## src/rtl/seq101_pkg.sv

```systemverilog
// Shared definitions for the seq101 serial pattern family: FSM encoding and default pattern.
package seq101_pkg;

    typedef enum logic [1:0] {
        IDLE  = 2'b00,
        SHIFT = 2'b01,
        GAP   = 2'b10,
        DONE  = 2'b11
    } gen_state_t;

    localparam logic [2:0] DEFAULT_PAT = 3'b101;

endpackage

```

## src/rtl/seq101_gen_if.sv

```systemverilog
// Request/stream bundle between a pattern requester and seq101_gen.
interface seq101_gen_if #(
    parameter int PAT_W = 3,
    parameter int RPT_W = 8
);
    logic             start;
    logic [PAT_W-1:0] pattern_in;
    logic [RPT_W-1:0] repeat_cnt;
    logic             seq_out;
    logic             seq_valid;
    logic             busy;
    logic             done;

    modport master (
        output start, pattern_in, repeat_cnt,
        input  seq_out, seq_valid, busy, done
    );

    modport slave (
        input  start, pattern_in, repeat_cnt,
        output seq_out, seq_valid, busy, done
    );
endinterface

```

## src/rtl/seq101_gen_shreg.sv

```systemverilog
// Loadable left-shift register with bit-down-counter; exposes the MSB it will hold next cycle.
module seq101_gen_shreg #(
    parameter int PAT_W = 3
) (
    input  logic             clock,
    input  logic             reset_n,
    input  logic             load,
    input  logic             shift,
    input  logic [PAT_W-1:0] din,
    output logic             msb_next,
    output logic             cnt_zero
);
    localparam int CW = (PAT_W > 1) ? $clog2(PAT_W) : 1;
    localparam logic [CW-1:0] CNT_MAX = CW'(PAT_W - 1);
    localparam logic [CW-1:0] CNT_ONE = CW'(1);

    logic [PAT_W-1:0] data_q, data_d;
    logic [CW-1:0]    cnt_q, cnt_d;

    always_comb begin
        data_d = data_q;
        cnt_d  = cnt_q;
        if (load) begin
            data_d = din;
            cnt_d  = CNT_MAX;
        end else if (shift) begin
            data_d = {data_q[PAT_W-2:0], 1'b0};
            cnt_d  = cnt_q - CNT_ONE;
        end
    end

    always_ff @(posedge clock or negedge reset_n) begin
        if (!reset_n) begin
            data_q <= '0;
            cnt_q  <= '0;
        end else begin
            data_q <= data_d;
            cnt_q  <= cnt_d;
        end
    end

    // Registered outputs in the top need the bit that will be on the wire next cycle.
    assign msb_next = data_d[PAT_W-1];
    assign cnt_zero = (cnt_q == '0);
endmodule

```

## src/rtl/seq101_gen.sv

```systemverilog
// Serial "101"-family pattern transmitter: FSM plus repeat/gap counters around a shift register.
// Optional SEQ101_GEN_GAP_EN inserts GAP_LEN idle cycles between consecutive repeats.
module seq101_gen
    import seq101_pkg::*;
#(
    parameter int PAT_W   = 3,
    parameter int RPT_W   = 8,
    parameter int GAP_LEN = 2
) (
    input  logic         clock,
    input  logic         reset_n,
    seq101_gen_if.slave  bus
);
    localparam logic [RPT_W-1:0] RPT_ONE = RPT_W'(1);

    if (PAT_W < 2 || GAP_LEN < 1) begin : g_bad_param
        $error("seq101_gen: PAT_W must be >= 2 and GAP_LEN >= 1");
    end

    gen_state_t       state_q, state_d;
    logic [RPT_W-1:0] rpt_q, rpt_d;
    logic [PAT_W-1:0] pat_q;
    logic [PAT_W-1:0] load_din;
    logic             load, shift, accept;
    logic             msb_next, cnt_zero;

`ifdef SEQ101_GEN_GAP_EN
    localparam int GW = (GAP_LEN > 1) ? $clog2(GAP_LEN) : 1;
    localparam logic [GW-1:0] GAP_MAX = GW'(GAP_LEN - 1);
    localparam logic [GW-1:0] GAP_ONE = GW'(1);
    logic [GW-1:0] gap_q, gap_d;
`endif

    assign accept = (state_q == IDLE) && bus.start;

    seq101_gen_shreg #(.PAT_W(PAT_W)) u_shreg (
        .clock    (clock),
        .reset_n  (reset_n),
        .load     (load),
        .shift    (shift),
        .din      (load_din),
        .msb_next (msb_next),
        .cnt_zero (cnt_zero)
    );

    always_comb begin
        state_d  = state_q;
        rpt_d    = rpt_q;
        load     = 1'b0;
        shift    = 1'b0;
        load_din = pat_q;
`ifdef SEQ101_GEN_GAP_EN
        gap_d    = gap_q;
`endif
        case (state_q)
            IDLE: begin
                if (bus.start) begin
                    load     = 1'b1;
                    load_din = bus.pattern_in;
                    rpt_d    = (bus.repeat_cnt == '0) ? RPT_ONE : bus.repeat_cnt;
                    state_d  = SHIFT;
                end
            end
            SHIFT: begin
                if (!cnt_zero) begin
                    shift = 1'b1;
                end else begin
                    rpt_d = rpt_q - RPT_ONE;
                    if (rpt_q > RPT_ONE) begin
                        load = 1'b1;
`ifdef SEQ101_GEN_GAP_EN
                        gap_d   = GAP_MAX;
                        state_d = GAP;
`else
                        state_d = SHIFT;
`endif
                    end else begin
                        state_d = DONE;
                    end
                end
            end
`ifdef SEQ101_GEN_GAP_EN
            GAP: begin
                if (gap_q == '0) state_d = SHIFT;
                else             gap_d   = gap_q - GAP_ONE;
            end
`endif
            DONE:    state_d = IDLE;
            default: state_d = IDLE;
        endcase
    end

    always_ff @(posedge clock or negedge reset_n) begin
        if (!reset_n) begin
            state_q <= IDLE;
            rpt_q   <= '0;
            pat_q   <= PAT_W'(DEFAULT_PAT);
        end else begin
            state_q <= state_d;
            rpt_q   <= rpt_d;
            if (accept) pat_q <= bus.pattern_in;
        end
    end

`ifdef SEQ101_GEN_GAP_EN
    always_ff @(posedge clock or negedge reset_n) begin
        if (!reset_n) gap_q <= '0;
        else          gap_q <= gap_d;
    end
`endif

    // Outputs decode the next state so the first bit appears the cycle after start is taken.
    always_ff @(posedge clock or negedge reset_n) begin
        if (!reset_n) begin
            bus.seq_out   <= 1'b0;
            bus.seq_valid <= 1'b0;
            bus.busy      <= 1'b0;
            bus.done      <= 1'b0;
        end else begin
            bus.seq_out   <= (state_d == SHIFT) && msb_next;
            bus.seq_valid <= (state_d == SHIFT);
            bus.busy      <= (state_d == SHIFT) || (state_d == GAP);
            bus.done      <= (state_d == DONE);
        end
    end
endmodule

```

## src/flat_wrapper.sv

```systemverilog
// flat-port wrapper written by rule: the top's interface ports become plain ports
module seq101_gen_flat import seq101_pkg::*;
#(
    parameter int PAT_W   = 3,
    parameter int RPT_W   = 8,
    parameter int GAP_LEN = 2
)
  (clock, reset_n, bus_start, bus_pattern_in, bus_repeat_cnt, bus_seq_out, bus_seq_valid, bus_busy, bus_done);
  seq101_gen_if #(.PAT_W(PAT_W), .RPT_W(RPT_W)) bus_i ();
  input  logic clock;
  input  logic reset_n;
  input wire logic [$bits(bus_i.start)-1:0] bus_start;
  input wire logic [$bits(bus_i.pattern_in)-1:0] bus_pattern_in;
  input wire logic [$bits(bus_i.repeat_cnt)-1:0] bus_repeat_cnt;
  output wire logic [$bits(bus_i.seq_out)-1:0] bus_seq_out;
  output wire logic [$bits(bus_i.seq_valid)-1:0] bus_seq_valid;
  output wire logic [$bits(bus_i.busy)-1:0] bus_busy;
  output wire logic [$bits(bus_i.done)-1:0] bus_done;
  assign bus_i.start = bus_start;
  assign bus_i.pattern_in = bus_pattern_in;
  assign bus_i.repeat_cnt = bus_repeat_cnt;
  assign bus_seq_out = bus_i.seq_out;
  assign bus_seq_valid = bus_i.seq_valid;
  assign bus_busy = bus_i.busy;
  assign bus_done = bus_i.done;
  seq101_gen #(.PAT_W(PAT_W), .RPT_W(RPT_W), .GAP_LEN(GAP_LEN)) u_core (.clock(clock), .reset_n(reset_n), .bus(bus_i));
endmodule
```

## config.mk

```make
export PLATFORM = sky130hd
export DESIGN_NAME = seq101_gen_flat
export DESIGN_NICKNAME = d
export VERILOG_FILES = /design/src/rtl/seq101_pkg.sv /design/src/rtl/seq101_gen_if.sv /design/src/rtl/seq101_gen_shreg.sv /design/src/rtl/seq101_gen.sv /design/src/flat_wrapper.sv
export SDC_FILE = /design/constraint.sdc
export NUM_CORES = 1
export LEC_CHECK = 0
export CORE_ASPECT_RATIO = 2
export CORE_MARGIN = 2
export CORE_UTILIZATION = 40
export DETAILED_ROUTE_END_ITERATION = 10
export GPL_TIMING_DRIVEN = 0
export MAX_ROUTING_LAYER = met4
export PLACE_DENSITY = 0.67
export SLEW_MARGIN = 30
export SYNTH_ARGS = -nofsm -noshare
export SYNTH_HDL_FRONTEND = slang
export SYNTH_SLANG_ARGS = --single-unit
```

## constraint.sdc

```tcl
create_clock -name clock -period 5.5 [get_ports clock]
set_input_delay 0.55 -clock clock [delete_from_list [all_inputs] [get_ports clock]]
set_output_delay 0.55 -clock clock [all_outputs]
set_load 0.01 [all_outputs]
```

==> flow_summary_export.csv <==
group,metric,value,unit
routing,ant_nets,0,
pwr,p_int,440.5,uW
global_routing,grt_overflow,0,
setup_path,rr_startpoint,"u_core.rpt_q[0]",
setup_path,critPathMaxFanout,6,
pwr,total_power,687.8,uW
min_path,hold_class,"in2async",
setup_path,arrival,2.17,ns
layout,mostFrequentLayoutCell,"dfrtp_1",
sta,tightest_slew,0.4881,ns
layout,final_util,0.5108,
outcome,status,"complete, no violations",
layout,instances_no_fill,163,
layout,n_antenna_cell,0,
pwr,clkPwrFrac,0.169,
clocking,cts.path.max_buffers,2,
setup_path,cp_slowest_stage_delay,0.49,ns
routing,wl_per_cell,15.24,um
setup_path,worst-setup-path-type,"in2reg",
sta,rsz0062_at_grt,"no",
placed_design,placed_cell_area,1360,um2
sta,slew_viol_final,0,
logic_synthesis,synth_area_leader_cell,"dfrtp_1",
setup_path,worstSetupEndpointType,"register",
clocking,cts_tree,"yes",
global_routing,grt_max_degree,23,
setup_path,startpoint_type,"input pin",
floorplan,die_h,80.11,um
setup_path,cp.buffers_inverters,1,
routing,firstDrtPassIters,3,
placed_design,io_buffers,17,
global_routing,grt_pass1_vias,989,
layout,layout_common_cells,"dfrtp_1, clkdlybuf4s50_1, nor2_1",
layout,nets,154,
floorplan,ios,18,
floorplan,core_area,2770,um2
placed_design,place_ws,3.171,ns
logic_synthesis,syn_inst,113,
layout,syn_to_final_growth,22.14,%
routing,drc_errors,0,
logic_synthesis,synth_top_area_frac,0.4320,
pwr,p_seq_frac,0.407,
logic_synthesis,synth_top_flop_cell,"dfrtp_1",
pwr,p_per_area,486.0,nW/um2
sta,setup_slack,3.481,ns
clocking,clock-sinks,22,
floorplan,rows,27,
layout,drive_above_1_share,0.1045,
placed_design,routabilityCongestion,0.8244,
sta,relSlewSlack,0.6716,
clocking,clk_latency,0.26,ns
job,maxCapViolCount,0,
pwr,p_sw,247.3,uW
floorplan,start_util,0.4182,
sta,fin_crit_sh,0.3672,
logic_synthesis,synth.avg_cell_area,10.25,um2
global_routing,grt_pass1_wl,4374,um
logic_synthesis,ys_top_cells_by_area,"dfrtp_1, ha_1, dfstp_2",
global_routing,grtUsageTotal,0.1737,
global_routing,antenna_found_initial,0,
clocking,cts_buffers,3,
sta,max_freq,495.2,MHz
logic_synthesis,ys_seq_elements,22,
sta,hold_slack,0.2359,ns
logic_synthesis,syn_area,1159,um2
pwr,peakVddDrop,259.0,uV
logic_synthesis,synth.distinct_cells,37,
routing,finalWirelength,2484,um
routing,viasPerCell,5.644,
clocking,cts-htree-levels,1,
logic_synthesis,synth-edff-count,0,
pwr,p_leak,0.6174,nW
sta,final_hold_viol_count,0,
sta,fin_crit,2.020,ns
setup_path,critPathLaunch,"bus_start",
clocking,postCtsHoldBufs,0,
pwr,swShare,0.3595,
layout,final_area,1415,um2
logic_synthesis,synthArstFlopShare,1.000,
logic_synthesis,ys_seq_area_frac,0.4773,
routing,drt_iter0_markers,4,
floorplan,die_w,42.06,um
floorplan,die_area,3369,um2
clocking,clk_pin_slew,0.08,ns
sta,setup_tns,0,ns
placed_design,placed_cells,159,
routing,vias,920,
placed_design,hpwl,1890,um
setup_path,crit_family,"simple AND/OR/NAND/NOR gates",
sta,setup_viol_count_final,0,
clocking,post_cts_resized,0,
setup_path,required,5.65,ns
clocking,cts_root_buf,"clkbuf_8",
sta,skew,0.005929,ns
pwr,p_comb_frac,0.424,
setup_path,crit_chain,"clkdlybuf4s50_1, nor3b_2, nor4_1, a21o_4, mux2_1",
logic_synthesis,synthesis.nets,132,
setup_path,crit_slowest_cell,"clkdlybuf4s50_1",
logic_synthesis,yosysWarnings,0,
clocking,postCtsSetupRepairBufs,0,
synthesized netlist by cell type, types with 2 or more instances:
cell type,n
o22ai_1,2
mux2_2,3
or3_1,2
a2bb2oi_1,3
or3b_1,2
clkbuf_1,2
nor2b_1,2
mux2i_1,3
mux2_1,3
nand2_1,5
a21oi_1,7
or4_1,2
o21ai_1,2
nand2b_1,2
o211ai_1,2
dfrtp_1,20
o21ai_0,6
ha_1,5
nor2_1,11
nor4_1,5
inv_1,7
dfstp_2,2
cells by family after synthesis:
kind of cell / synth area share
AND/OR/NAND/NOR: 0.1695
AO/OA/AOI/OAI: 0.1739
flip-flops: 0.4773
buffers and inverters: 0.03348
multiplexers: 0.08423
adder cells (fa/ha/maj): 0.05400
XOR/XNOR: 0.007561
flip-flops by register name, indices dropped and copies added (netlist names), 2 cells and up:
name                   cells
u_core.state_q             2
u_core.u_shreg.cnt_q       2
u_core.u_shreg.data_q      3
u_core.rpt_q               8
u_core.pat_q               3
path summary, 6_finish.rpt:
| check | endpoint | depth (start not counted) | slack, ns |
|---|---|---|---|
| max in group asynchronous | u_core.pat_q[0] | 1 | 4.90 |
| worst min register to register | u_core.pat_q[1] | 1 | 0.50 |
| worst max-delay path | u_core.u_shreg.data_q[0] | 5 | 3.48 |
| worst max register to register | u_core.bus.seq_out | 9 | 3.52 |
| worst min-delay path | u_core.bus.seq_valid | 1 | 0.24 |
| min in group clock | u_core.pat_q[1] | 1 | 0.50 |
worst reg2reg max path: cells and delay by family (launching register included):
family,cells,cell delay [ns]
fa+ha+maj,2,0.48
buf+inv,2,0.17
simple gates,4,0.74
flops,1,0.42
mux,1,0.06
layer usage:
| metal | wire length, um | global-route usage | part of all wire |
|---|---|---|---|
| met1 | 957 | 0.1652 | 0.39 |
| met2 | 1361 | 0.3313 | 0.55 |
| met3 | 78 | 0.01798 | 0.031 |
| met4 | 86 | 0.09375 | 0.035 |
| met5 | 0 | - | 0 |
power by group through the flow:
stage                     combinational, mW  sequential [mW]  clock [mW]
after floorplan                       0.223            0.271           0
final                                 0.292            0.280       0.116
after global placement                0.284            0.280           0
after detailed placement              0.294            0.283           0
after CTS                             0.295            0.279       0.121
after global routing                  0.338            0.289       0.126
final cells by class:
type	instances	area (um2)
multi-input combinational	81	566.8
inverter	7	26.28
buffer	3	12.51
tap	29	36.28
clock buffer	4	55.05
fill	249	1355
sequential	22	553.0
timing repair buffer	17	165.2
Note: power is estimated with default switching activity, not from simulation.
